[src/rtl/gpu_pkg.sv]
// Shared encodings for the compute-unit front end: core_state values seen by
// the fetcher, the fetcher FSM state enum and default bus widths.
package gpu_pkg;

   localparam int MEM_ADDR_WIDTH_DEF = 8;
   localparam int MEM_DATA_WIDTH_DEF = 16;

   localparam logic [3:0] FETCH  = 4'd1;
   localparam logic [3:0] DECODE = 4'd2;

   typedef enum logic [1:0] {
      ST_IDLE    = 2'd0,
      ST_REQUEST = 2'd1,
      ST_AWAIT   = 2'd2,
      ST_DONE    = 2'd3
   } fetch_state_e;

endpackage

[src/rtl/fetcher_if.sv]
// Fetcher <-> memory controller handshake bundle. The fetcher side uses the
// master modport, the memory controller (or a bench) uses slave.
interface fetcher_if
   import gpu_pkg::*;
#(
   parameter int MEM_ADDR_WIDTH = MEM_ADDR_WIDTH_DEF,
   parameter int MEM_DATA_WIDTH = MEM_DATA_WIDTH_DEF
);

   logic                      fetch_req_val;
   logic                      fetch_req_rdy;
   logic [MEM_ADDR_WIDTH-1:0] fetch_req_addr;
   logic                      fetch_resp_rdy;
   logic                      fetch_resp_val;
   logic [MEM_DATA_WIDTH-1:0] fetch_resp_inst;

   modport master (
      output fetch_req_val,
      output fetch_req_addr,
      output fetch_resp_rdy,
      input  fetch_req_rdy,
      input  fetch_resp_val,
      input  fetch_resp_inst
   );

   modport slave (
      input  fetch_req_val,
      input  fetch_req_addr,
      input  fetch_resp_rdy,
      output fetch_req_rdy,
      output fetch_resp_val,
      output fetch_resp_inst
   );

endinterface

[src/rtl/fetcher_lbuf.sv]
// Single-entry last-instruction buffer (valid/pc/inst). Only built when
// FETCHER_LAST_INST_EN is defined; otherwise this file is empty so no storage
// exists. A flush clears valid and wins over a same-cycle write.
`ifdef FETCHER_LAST_INST_EN
module fetcher_lbuf #(
   parameter int MEM_ADDR_WIDTH = 8,
   parameter int MEM_DATA_WIDTH = 16
) (
   input  logic                      clk,
   input  logic                      reset,
   input  logic                      flush,
   input  logic                      wr_en,
   input  logic [MEM_ADDR_WIDTH-1:0] wr_pc,
   input  logic [MEM_DATA_WIDTH-1:0] wr_inst,
   input  logic [MEM_ADDR_WIDTH-1:0] rd_pc,
   output logic                      hit,
   output logic [MEM_DATA_WIDTH-1:0] rd_inst
);

   logic                      valid_q;
   logic [MEM_ADDR_WIDTH-1:0] pc_q;
   logic [MEM_DATA_WIDTH-1:0] inst_q;

   // entry update; flush is applied last so it overrides a write
   always_ff @(posedge clk) begin
      if (reset) begin
         valid_q <= 1'b0;
         pc_q    <= '0;
         inst_q  <= '0;
      end else begin
         if (wr_en) begin
            valid_q <= 1'b1;
            pc_q    <= wr_pc;
            inst_q  <= wr_inst;
         end
         if (flush) begin
            valid_q <= 1'b0;
         end
      end
   end

   assign hit     = valid_q && (pc_q == rd_pc);
   assign rd_inst = inst_q;

endmodule
`endif

[src/rtl/fetcher.sv]
// Instruction fetcher: latches the PC on a FETCH request, runs a val/rdy
// request/response exchange with the memory controller and holds the
// returned instruction until the core moves to DECODE.
// Optional feature macro: FETCHER_LAST_INST_EN (last-instruction buffer).
//
//   state    | meaning
//   ---------+-----------------------------------------------------------
//   IDLE     | waiting for core_state==FETCH; pc latched on leaving
//   REQUEST  | fetch_req_val high, waiting for fetch_req_rdy
//   AWAIT    | request held, fetch_resp_rdy high, waiting for response
//   DONE     | instruction valid and stable until core_state==DECODE
module fetcher
   import gpu_pkg::*;
#(
   parameter int MEM_ADDR_WIDTH = MEM_ADDR_WIDTH_DEF,
   parameter int MEM_DATA_WIDTH = MEM_DATA_WIDTH_DEF
) (
   input  logic                      clk,
   input  logic                      reset,
   input  logic [3:0]                core_state,
   input  logic [MEM_ADDR_WIDTH-1:0] pc,
   input  logic                      inst_flush,
   fetcher_if.master                 mem,
   output logic [1:0]                fetcher_state,
   output logic [MEM_DATA_WIDTH-1:0] instruction,
   output logic [15:0]               stall_cycles
);

   fetch_state_e              state_q, state_d;
   logic [MEM_ADDR_WIDTH-1:0] addr_q, addr_d;
   logic [MEM_DATA_WIDTH-1:0] inst_q, inst_d;
   logic [15:0]               stall_q;
   logic                      lb_wr;
   logic                      lb_hit;
   logic [MEM_DATA_WIDTH-1:0] lb_inst;

`ifdef FETCHER_LAST_INST_EN
   fetcher_lbuf #(
      .MEM_ADDR_WIDTH (MEM_ADDR_WIDTH),
      .MEM_DATA_WIDTH (MEM_DATA_WIDTH)
   ) u_lbuf (
      .clk     (clk),
      .reset   (reset),
      .flush   (inst_flush),
      .wr_en   (lb_wr),
      .wr_pc   (addr_q),
      .wr_inst (mem.fetch_resp_inst),
      .rd_pc   (pc),
      .hit     (lb_hit),
      .rd_inst (lb_inst)
   );
`else
   assign lb_hit  = 1'b0;
   assign lb_inst = '0;
   wire unused_lbuf = &{1'b0, inst_flush, lb_wr};
`endif

   // next-state, address latch and instruction capture
   always_comb begin
      state_d = state_q;
      addr_d  = addr_q;
      inst_d  = inst_q;
      lb_wr   = 1'b0;
      case (state_q)
         ST_IDLE: begin
            if (core_state == FETCH) begin
               addr_d = pc;
               if (lb_hit) begin
                  state_d = ST_DONE;
                  inst_d  = lb_inst;
               end else begin
                  state_d = ST_REQUEST;
               end
            end
         end
         ST_REQUEST: begin
            if (mem.fetch_req_val && mem.fetch_req_rdy) begin
               state_d = ST_AWAIT;
            end
         end
         ST_AWAIT: begin
            if (mem.fetch_resp_val) begin
               inst_d  = mem.fetch_resp_inst;
               lb_wr   = 1'b1;
               state_d = ST_DONE;
            end
         end
         ST_DONE: begin
            if (core_state == DECODE) begin
               state_d = ST_IDLE;
            end
         end
         default: state_d = ST_IDLE;
      endcase
   end

   // state and datapath registers with synchronous reset
   always_ff @(posedge clk) begin
      if (reset) begin
         state_q <= ST_IDLE;
         addr_q  <= '0;
         inst_q  <= '0;
      end else begin
         state_q <= state_d;
         addr_q  <= addr_d;
         inst_q  <= inst_d;
      end
   end

   // saturating count of cycles spent waiting on memory
   always_ff @(posedge clk) begin
      if (reset) begin
         stall_q <= '0;
      end else if ((state_q == ST_REQUEST || state_q == ST_AWAIT) &&
                   (stall_q != 16'hFFFF)) begin
         stall_q <= stall_q + 16'd1;
      end
   end

   assign mem.fetch_req_val  = (state_q == ST_REQUEST) || (state_q == ST_AWAIT);
   assign mem.fetch_resp_rdy = (state_q == ST_AWAIT);
   assign mem.fetch_req_addr = addr_q;
   assign fetcher_state      = state_q;
   assign instruction        = inst_q;
   assign stall_cycles       = stall_q;

endmodule

[src/flat_wrapper.sv]
// flat-port wrapper written by rule: the top's interface ports become plain ports
module fetcher_flat import gpu_pkg::*;
#(
   parameter int MEM_ADDR_WIDTH = MEM_ADDR_WIDTH_DEF,
   parameter int MEM_DATA_WIDTH = MEM_DATA_WIDTH_DEF
)
  (clk, reset, core_state, pc, inst_flush, fetcher_state, instruction, stall_cycles, mem_fetch_req_val, mem_fetch_req_addr, mem_fetch_resp_rdy, mem_fetch_req_rdy, mem_fetch_resp_val, mem_fetch_resp_inst);
  fetcher_if #(.MEM_ADDR_WIDTH(MEM_ADDR_WIDTH), .MEM_DATA_WIDTH(MEM_DATA_WIDTH)) mem_i ();
  input  logic clk;
  input  logic reset;
  input  logic [3:0] core_state;
  input  logic [MEM_ADDR_WIDTH-1:0] pc;
  input  logic inst_flush;
  output logic [1:0] fetcher_state;
  output logic [MEM_DATA_WIDTH-1:0] instruction;
  output logic [15:0] stall_cycles;
  output wire logic [$bits(mem_i.fetch_req_val)-1:0] mem_fetch_req_val;
  output wire logic [$bits(mem_i.fetch_req_addr)-1:0] mem_fetch_req_addr;
  output wire logic [$bits(mem_i.fetch_resp_rdy)-1:0] mem_fetch_resp_rdy;
  input wire logic [$bits(mem_i.fetch_req_rdy)-1:0] mem_fetch_req_rdy;
  input wire logic [$bits(mem_i.fetch_resp_val)-1:0] mem_fetch_resp_val;
  input wire logic [$bits(mem_i.fetch_resp_inst)-1:0] mem_fetch_resp_inst;
  assign mem_fetch_req_val = mem_i.fetch_req_val;
  assign mem_fetch_req_addr = mem_i.fetch_req_addr;
  assign mem_fetch_resp_rdy = mem_i.fetch_resp_rdy;
  assign mem_i.fetch_req_rdy = mem_fetch_req_rdy;
  assign mem_i.fetch_resp_val = mem_fetch_resp_val;
  assign mem_i.fetch_resp_inst = mem_fetch_resp_inst;
  fetcher #(.MEM_ADDR_WIDTH(MEM_ADDR_WIDTH), .MEM_DATA_WIDTH(MEM_DATA_WIDTH)) u_core (.clk(clk), .reset(reset), .core_state(core_state), .pc(pc), .inst_flush(inst_flush), .mem(mem_i), .fetcher_state(fetcher_state), .instruction(instruction), .stall_cycles(stall_cycles));
endmodule
[config.mk]
export PLATFORM = sky130hd
export DESIGN_NAME = fetcher_flat
export DESIGN_NICKNAME = d
export VERILOG_FILES = /design/src/rtl/gpu_pkg.sv /design/src/rtl/fetcher_if.sv /design/src/rtl/fetcher_lbuf.sv /design/src/rtl/fetcher.sv /design/src/flat_wrapper.sv
export SDC_FILE = /design/constraint.sdc
export NUM_CORES = 1
export LEC_CHECK = 0
export ABC_CLOCK_PERIOD_IN_PS = 2200
export BUFFER_PORTS_ARGS = -buffer_cell sky130_fd_sc_hd__buf_2
export CORE_MARGIN = 2
export CORE_UTILIZATION = 47
export CTS_CLUSTER_DIAMETER = 50
export DETAILED_ROUTE_END_ITERATION = 8
export PLACE_DENSITY = 0.78
export SYNTH_ARGS = -nofsm -noshare
export SYNTH_HDL_FRONTEND = slang
export SYNTH_HIERARCHICAL = 1
export SYNTH_SLANG_ARGS = --single-unit
export TNS_END_PERCENT = 5
[constraint.sdc]
create_clock -name clk -period 2.2 [get_ports clk]
set_clock_uncertainty 0.05 [all_clocks]
set_input_delay 0.22 -clock clk [delete_from_list [all_inputs] [get_ports clk]]
set_output_delay 0.22 -clock clk [all_outputs]
set_load 0.02 [all_outputs]
==> results of run 1 <==
## stage by stage
step | hold WS, ps | area, um^2 | util [%] | std cells
after detailed placement | 393 | 2280 | 61.3 | 333
after CTS | 92.9 | 2370 | 63.7 | 341
after global routing | 87.6 | 2370 | 63.7 | 341
after global placement | 389 | 2280 | 61.3 | 333
after floorplan | 306 | 1840 | - | 215
final | 95.9 | 2370 | 63.7 | 341
## metal layers
| layer | share of wire, % | global-route usage, % | vias up |
|---|---|---|---|
| li1 | - | - | 930 |
| met1 | 47 | 26.3 | 811 |
| met2 | 45 | 30.0 | 54 |
| met3 | 6.6 | 6.08 | 6 |
| met4 | 1.3 | 6.12 | 0 |
| met5 | 0 | 0 | - |
## registers in the layout (all words and copies together) (netlist names)
name	cells
u_core/stall_cycles	16
u_core/instruction	16
u_core/mem.fetch_req_addr	8
u_core/fetcher_state	2
## worst register-to-register path, stage by stage, from the launching register on
cell     delay, ps
dfxtp_2        350
inv_1           70
ha_2           340
nand4_2         90
or3_1          430
or4_1          510
a21oi_1        160
## layout by cell type (no fill, tap or decap), types with 2 or more instances in the layout
cell type,instances
a211oi_1,2
a21oi_1,26
a31oi_1,2
a41oi_1,2
and3_1,2
and4_1,2
and4b_1,2
buf_2,75
buf_4,6
clkbuf_8,5
dfxtp_1,40
dfxtp_2,2
ha_1,4
inv_1,6
mux2i_1,9
nand2_1,37
nand3_1,4
nand4_1,4
nor2_1,15
nor2b_1,2
nor3_1,9
o21ai_0,3
o31ai_1,5
o41ai_1,2
or3_1,4
or4_1,4
## cell families (layout without fill, tap and decap cells)
family | Yosys count | count (layout) | synth area share [%]
XOR/XNOR | 1 | 1 | 0.476
AND/OR/NAND/NOR | 94 | 94 | 26.3
flip-flops | 42 | 42 | 45.7
multiplexers | 9 | 9 | 4.90
AO/OA/AOI/OAI | 47 | 47 | 15.5
buffers and inverters | 17 | 95 | 3.74
adder cells (fa/ha/maj) | 5 | 5 | 3.40
## path summary, 6_finish.rpt
kind	start	to	slack, ps	depth (start not counted)
min reg2reg	u_core/instruction[14]	u_core/instruction[14]	400	2
max	u_core/fetcher_state[1]	u_core/stall_cycles[13]	120	6
max reg2reg	u_core/fetcher_state[1]	u_core/stall_cycles[13]	120	6
min	pc[5]	u_core/mem.fetch_req_addr[5]	100	3
## area by class of cell
type	count	area, um^2	area share [%]
Sequential cell	42	843	35.6
Timing Repair Buffer	81	420	17.7
Inverter	6	22.5	0.951
Multi-Input combinational cell	156	932	39.4
Clock inverter	3	21.3	0.898
Tap cell	48	60.1	2.54
Clock buffer	5	68.8	2.91
## power by group through the flow
stage	Combinational, W	Sequential [W]	Clock, W
floorplan	0.000199	0.000888	0
global placement	0.000381	0.000839	0
detailed placement	0.000391	0.000840	0
CTS	0.000393	0.000822	0.000512
global route	0.000429	0.000826	0.000545
finish	0.000391	0.000821	0.000500
==> metrics.cfg, run 1 <==
[power]
p_leak_nw = 1.10
seqPwrFrac_pct = 48.0
p_sw_w = 0.000527
pwr_density_cell_mw_per_mm2 = 723
p_sw_share_pct = 30.8
intPower_w = 0.00119
pwr-share-comb_pct = 22.8
peakVddDrop_v = 0.000428
p_clk_share_pct = 29.2
total_power_w = 0.00171

[detailed_routing]
wl_um = 4260
dr.pass1.iters = 4
vias_per_cell = 5.28
route.detailed.drc = 0
ant_nets = 0
drt_iter0_drc = 127
wire_per_inst_um = 12.5
vias = 1801

[clocking]
cts_num_sinks = 42
root_buffer = clkbuf_8
cts_tree = done
postCtsHoldBufs = 0
postCtsSetupBuffers = 0
clockBufferDepth = 2
clock_latency_ps = 300
clkTransAtPathRegs_ps = 80
tritoncts.num_buffers = 5
htreeDepth = 2
cts_resized = 0

[synth]
synth_area_per_cell_um2 = 8.55
synth.area.top_cells = dfxtp_1, nand2_1, a21oi_1, mux2i_1, ha_1
syn_inst = 215
synth_commonest_cells = dfxtp_1, nand2_1, a21oi_1, nor2_1
seq_area_frac_synth_pct = 45.7
yosys_register_bits = 42
yosysTopAreaCellShare_pct = 45.7
yosysWarnings = 6
synth.most_common_cell = dfxtp_1
ys_types = 40
synthesis.area_mm2 = 0.00184
synth_edf_count = 0
syn_nets = 253
ys.flop_type = dfxtp_1
ys_async_sr_fraction_pct = 0
synth_largest_area_cell = dfxtp_1

[timing]
slew_headroom_pct = 62.3
fin_crit_sh_pct = 94.4
worst_slew_pin_slew_ps = 566
grt_setup_unrepaired = false
final-setup-viol-count = 0
final_hold_viol_count = 0
period_minus_slack_ps = 2080
fin_tns_setup_ps = 0
drv_slew = 0
max_freq_ghz = 0.481
fin_ws_ps = 123

[final_layout]
fill_cells = 357
fin_nets = 330
n_antenna_cell = 0
area_growth_syn_to_layout_pct = 28.8
drive_above_1_share_pct = 33.4

[critical_path]
cp.buffers_inverters = 1
cp-end-kind = register
path_max_fanout = 7
path_delay_family = simple AND/OR/NAND/NOR gates
worstPathCellList = inv_1 -> ha_2 -> nand4_2 -> or3_1 -> or4_1 -> a21oi_1
slowest_stage = or4_1
required_ps = 2380
worstSetupStartpointType = register
cp.arrival_ps = 2250
crit_type = reg -> reg
max_stage_delay_ps = 500

[outcome]
outcome = complete, no violations

[die]
die_area_mm2 = 0.00443
core_mm2 = 0.00372
die_w_um = 66.6
initial_core_util_pct = 49.5
ios = 77
rows = 22
fp.dieH_um = 66.6

[placed_design]
io_buffers = 75
dp_hpwl_um = 3110
gp_congestion = 0.730
dpl_worst_slack_ps = 152

[global_route]
grt_util_all_layers_pct = 19.6
grt_antenna_before_repair = 0
grt_pass1_wl_um = 6660
grt_max_degree = 25
grt.overflow.total = 0
grt_pass1_vias = 1501

[job]
max-cap-violations = 0

[worst_hold_path]
hp-class = in -> reg

Note: power is estimated with default switching activity, not from simulation.
==> inputs of run 2 (changes only) <==
--- a/config.mk
+++ b/config.mk
@@ -8,10 +8,10 @@
 export ABC_CLOCK_PERIOD_IN_PS = 2200
 export BUFFER_PORTS_ARGS = -buffer_cell sky130_fd_sc_hd__buf_2
 export CORE_MARGIN = 2
-export CORE_UTILIZATION = 47
+export CORE_UTILIZATION = 23
 export CTS_CLUSTER_DIAMETER = 50
 export DETAILED_ROUTE_END_ITERATION = 8
-export PLACE_DENSITY = 0.78
+export PLACE_DENSITY = 0.43
 export SYNTH_ARGS = -nofsm -noshare
 export SYNTH_HDL_FRONTEND = slang
 export SYNTH_HIERARCHICAL = 1
==> metrics.cfg, run 2 (synthesized netlist as in run 1, its figures left out) <==
[clocking]
clkTransAtPathRegs_ps = 90  ; about the same
clock_latency_ps = 290  ; about the same
postCtsHoldBufs = 0  ; unchanged
cts_resized = 0  ; unchanged
cts_num_sinks = 42  ; unchanged
postCtsSetupBuffers = 0  ; unchanged
htreeDepth = 2  ; unchanged
root_buffer = clkbuf_8
tritoncts.num_buffers = 5  ; unchanged
clockBufferDepth = 2  ; unchanged
cts_tree = done

[critical_path]
slowest_stage = or4_1
worstPathCellList = inv_1 -> ha_2 -> nand4_2 -> or3_1 -> or4_1 -> a21oi_1
cp.arrival_ps = 2220  ; -30 ps
path_delay_family = simple AND/OR/NAND/NOR gates
required_ps = 2370  ; about the same
max_stage_delay_ps = 490  ; about the same
crit_type = reg -> reg
cp-end-kind = register
worstSetupStartpointType = register
path_max_fanout = 7  ; unchanged
cp.buffers_inverters = 1  ; unchanged

[detailed_routing]
wl_um = 4820  ; +13%
route.detailed.drc = 0  ; unchanged
vias = 1775  ; -1.4%
ant_nets = 0  ; unchanged
vias_per_cell = 4.49  ; -15%
drt_iter0_drc = 70  ; -45%
wire_per_inst_um = 12.2  ; -2.3%
dr.pass1.iters = 4  ; unchanged

[global_route]
grt_pass1_vias = 1627  ; +8.4%
grt_pass1_wl_um = 7730  ; +16%
grt_util_all_layers_pct = 10.9  ; -8.7 points
grt_max_degree = 29  ; +16%
grt.overflow.total = 0  ; unchanged
grt_antenna_before_repair = 0  ; unchanged

[power]
p_leak_nw = 1.10  ; +0.56%
peakVddDrop_v = 0.000263  ; -39%
total_power_w = 0.00181  ; +5.9%
pwr_density_cell_mw_per_mm2 = 738  ; +2.1%

[final_layout]
area_growth_syn_to_layout_pct = 33.6
n_antenna_cell = 0  ; unchanged
fin_nets = 330  ; unchanged
final_common_cell = buf_2
drive_above_1_share_pct = 33.1  ; -0.34 points
fin_util_pct = 31.8  ; -32 points
final_cell_mix = buf_2, dfxtp_1, nand2_1, a21oi_1, nor2_1

[job]
max-cap-violations = 0  ; unchanged

[placed_design]
dpl_worst_slack_ps = 184  ; +32.0 ps
io_buffers = 75  ; unchanged
gp_congestion = 0.709  ; -2.9%
dp_hpwl_um = 3550  ; +14%

[die]
rows = 32  ; +45%
core_mm2 = 0.00773  ; +110%
initial_core_util_pct = 23.8  ; -26 points
ios = 77  ; unchanged
die_w_um = 93.4  ; +40%
fp.dieH_um = 93.4  ; +40%
die_area_mm2 = 0.00873  ; +97%

[timing]
final-setup-viol-count = 0  ; unchanged
fin_hold_ws_ps = 104  ; +8.33 ps
final_hold_viol_count = 0  ; unchanged
max_freq_ghz = 0.489  ; +1.6%
fin_tns_setup_ps = 0  ; unchanged
period_minus_slack_ps = 2040  ; -33.4 ps
worst_slew_pin_slew_ps = 557  ; -8.83 ps
slew_headroom_pct = 62.8  ; +0.50 points
fin_crit_sh_pct = 92.9  ; -1.5 points
fin_ws_ps = 156  ; +33.4 ps
drv_slew = 0  ; unchanged
grt_setup_unrepaired = false

[worst_hold_path]
hp-class = in -> reg

[outcome]
outcome = complete, no violations

run 2: layout make-up:
class / count / area (um^2)
Fill cell: 826 / 5270
Multi-Input combinational cell: 156 / 933
Sequential cell: 42 / 843
Timing Repair Buffer: 81 / 420
Tap cell: 102 / 128
Clock buffer: 6 / 72.6
Clock inverter: 2 / 37.5
Inverter: 6 / 22.5
run 2: metrics by stage:
stage / instance area, um^2 / cells
2_1_floorplan: 1840 / 215
3_3_place_gp: 2350 / 387
3_5_place_dp: 2350 / 387
4_1_cts: 2460 / 395
5_1_grt: 2460 / 395
6_report: 2460 / 395
run 2: report_power, final:
part           switching (W)  total (W)  internal, W
registers          0.0000314   0.000829     0.000797
clock network       0.000273   0.000612     0.000339
logic               0.000218   0.000373     0.000155
run 2: routing by layer:
layer | GRT usage [%] | vias up | routed length [um]
met5 | 0 | - | 0
met4 | 3.68 | 0 | 64
met3 | 2.82 | 4 | 344
met2 | 17.1 | 52 | 2180
met1 | 14.6 | 795 | 2230
li1 | - | 924 | -
run 2: final timing paths:
path	startpoint	to	slack, ps	cells after the start
min	pc[0]	u_core/mem.fetch_req_addr[0]	100	3
max	u_core/fetcher_state[0]	u_core/stall_cycles[13]	160	6
min reg2reg	u_core/instruction[1]	u_core/instruction[1]	400	2
max reg2reg	u_core/fetcher_state[0]	u_core/stall_cycles[13]	160	6
run 2: worst register-to-register path, delay by kind of cell, from the launching register on:
family	cells	cell delay, ps
buffers and inverters	1	70
DFF	1	370
adders and majority gates	1	340
AOI/OAI and AO/OA	1	150
and+or+nand+nor	3	1010
==> inputs of run 3 (changes only) <==
--- a/config.mk
+++ b/config.mk
@@ -5,13 +5,14 @@
 export SDC_FILE = /design/constraint.sdc
 export NUM_CORES = 1
 export LEC_CHECK = 0
-export ABC_CLOCK_PERIOD_IN_PS = 2200
+export ABC_CLOCK_PERIOD_IN_PS = 2300
 export BUFFER_PORTS_ARGS = -buffer_cell sky130_fd_sc_hd__buf_2
 export CORE_MARGIN = 2
 export CORE_UTILIZATION = 23
 export CTS_CLUSTER_DIAMETER = 50
 export DETAILED_ROUTE_END_ITERATION = 8
 export PLACE_DENSITY = 0.43
+export SLEW_MARGIN = 20
 export SYNTH_ARGS = -nofsm -noshare
 export SYNTH_HDL_FRONTEND = slang
 export SYNTH_HIERARCHICAL = 1
==> constraint.sdc (replaced) <==
create_clock -name clk -period 2.3 [get_ports clk]
set_clock_uncertainty 0.05 [all_clocks]
set_input_delay 0.23 -clock clk [delete_from_list [all_inputs] [get_ports clk]]
set_output_delay 0.23 -clock clk [all_outputs]
set_load 0.005 [all_outputs]
==> metrics.cfg, run 3 (synthesized netlist as in run 1, its figures left out) <==
[timing]
fin_hold_ws_ps = 112  ; +8.09 ps
final_hold_viol_count = 0  ; unchanged
fin_tns_setup_ps = 0  ; unchanged
grt_setup_unrepaired = false
fin_crit_sh_pct = 90.7  ; -2.2 points
worst_slew_pin_slew_ps = 573  ; +16.1 ps
slew_headroom_pct = 61.8  ; -0.99 points
final-setup-viol-count = 0  ; unchanged
max_freq_ghz = 0.480  ; -2.0%
fin_ws_ps = 215  ; +58.2 ps
drv_slew = 0  ; unchanged
period_minus_slack_ps = 2090  ; +41.8 ps

[clocking]
tritoncts.num_buffers = 5  ; unchanged
cts_resized = 0  ; unchanged
clock_latency_ps = 300  ; about the same
cts_num_sinks = 42  ; unchanged
clkTransAtPathRegs_ps = 90  ; about the same
clockBufferDepth = 2  ; unchanged
cts_tree = done
postCtsSetupBuffers = 0  ; unchanged
postCtsHoldBufs = 0  ; unchanged
htreeDepth = 2  ; unchanged
root_buffer = clkbuf_8

[critical_path]
worstSetupStartpointType = register
cp-end-kind = register
cp.arrival_ps = 2270  ; +50 ps
path_max_fanout = 7  ; unchanged
required_ps = 2490  ; +120 ps
rr_worst_depth = 6  ; unchanged
crit_type = reg -> reg
rrSetupSlack_ps = 210  ; +60 ps
r2r_start = u_core/fetcher_state[0]
reg2reg_to = u_core/stall_cycles[13]

[detailed_routing]
wl_um = 4820  ; about the same
vias = 1792  ; +0.96%
vias_per_cell = 4.55  ; +1.2%
dr.pass1.iters = 4  ; unchanged
wire_per_inst_um = 12.2  ; +0.32%
ant_nets = 0  ; unchanged
route.detailed.drc = 0  ; unchanged
drt_iter0_drc = 43  ; -39%

[global_route]
grt_pass1_vias = 1612  ; -0.92%
grt_max_degree = 24  ; -17%
grt.overflow.total = 0  ; unchanged
grt_antenna_before_repair = 0  ; unchanged
grt_util_all_layers_pct = 10.9  ; -0.013 points
grt_pass1_wl_um = 7600  ; -1.7%

[placed_design]
placed_cells = 386  ; -0.26%
dpl_worst_slack_ps = 162  ; -22.3 ps
dp_hpwl_um = 3480  ; -1.8%
gp_congestion = 0.718  ; +1.2%
io_buffers = 75  ; unchanged

[job]
max-cap-violations = 0  ; unchanged

[die]
core_mm2 = 0.00773  ; unchanged
rows = 32  ; unchanged
die_area_mm2 = 0.00873  ; unchanged
fp.dieH_um = 93.4  ; unchanged
ios = 77  ; unchanged
die_w_um = 93.4  ; unchanged
initial_core_util_pct = 23.8  ; unchanged

[final_layout]
final_common_cell = buf_2
drive_above_1_share_pct = 32.5  ; -0.57 points
fin_util_pct = 32.0  ; +0.24 points
fin_cells = 394  ; -0.25%
area_growth_syn_to_layout_pct = 34.6
n_antenna_cell = 0  ; unchanged
fin_nets = 329  ; -0.30%
fill_cells = 829  ; +0.36%
final_cell_mix = buf_2, dfxtp_1, nand2_1, a21oi_1, nor2_1

[worst_hold_path]
whs_endpoint = u_core/instruction[15]
hp-class = in -> reg
hp-start = mem_fetch_resp_inst[15]
whs_path_depth = 3  ; unchanged

[outcome]
outcome = complete, no violations

[power]
pwr_density_cell_mw_per_mm2 = 726  ; -1.6%
peakVddDrop_v = 0.000276  ; +4.8%
p_leak_nw = 1.12  ; +1.3%

-- run 3: per-stage QoR --
| stage | instance area (um^2) | power [W] |
|---|---|---|
| global placement | 2330 | 0.00112 |
| finish | 2480 | 0.00180 |
| floorplan | 1840 | 0.000982 |
| CTS | 2470 | 0.00184 |
| detailed placement | 2330 | 0.00112 |
| global route | 2480 | 0.00190 |
-- run 3: final cells by class --
type                            count  area, um^2  area share, %
Tap cell                          102         128           5.15
Multi-Input combinational cell    156         935           37.7
Timing Repair Buffer               80         413           16.7
Inverter                            6        22.5          0.910
Clock buffer                        5        68.8           2.78
Clock inverter                      3        68.8           2.78
Sequential cell                    42         841           34.0
-- run 3: routing by layer --
metal | routed length, um | global-route usage, % | up-vias
li1 | - | - | 918
met1 | 2220 | 13.7 | 832
met2 | 2330 | 18.1 | 40
met3 | 232 | 2.82 | 2
met4 | 39 | 3.68 | 0
met5 | 0 | 0 | -
-- run 3: how the worst max path moves through the flow --
stage                             from                       to  slack [ps]  cells past startpoint
6_report       u_core/fetcher_state[0]  u_core/stall_cycles[13]         210                      6
5_1_grt        u_core/fetcher_state[0]  u_core/fetcher_state[1]          40                      7
4_1_cts        u_core/fetcher_state[0]  u_core/stall_cycles[13]         130                      6
3_5_place_dp   u_core/fetcher_state[0]  u_core/stall_cycles[13]         160                      6
3_3_place_gp   u_core/fetcher_state[0]  u_core/stall_cycles[13]         170                      6
2_1_floorplan  u_core/fetcher_state[0]  u_core/stall_cycles[13]         230                      7
-- run 3: report_power, final --
part,internal [W],leakage (nW),switching (W),total [W]
clock,0.000435,0.0683,0.000269,0.000704
combinational,0.000144,0.709,0.000160,0.000305
sequential,0.000761,0.339,0.0000290,0.000790
total,0.00134,1.12,0.000459,0.00180
-- run 3: critical path: stages, from the launching register on --
cell	delay, ps
dfxtp_1	400
inv_1	80
ha_1	310
nand4_2	160
or3_4	420
or4_1	480
a21oi_1	140
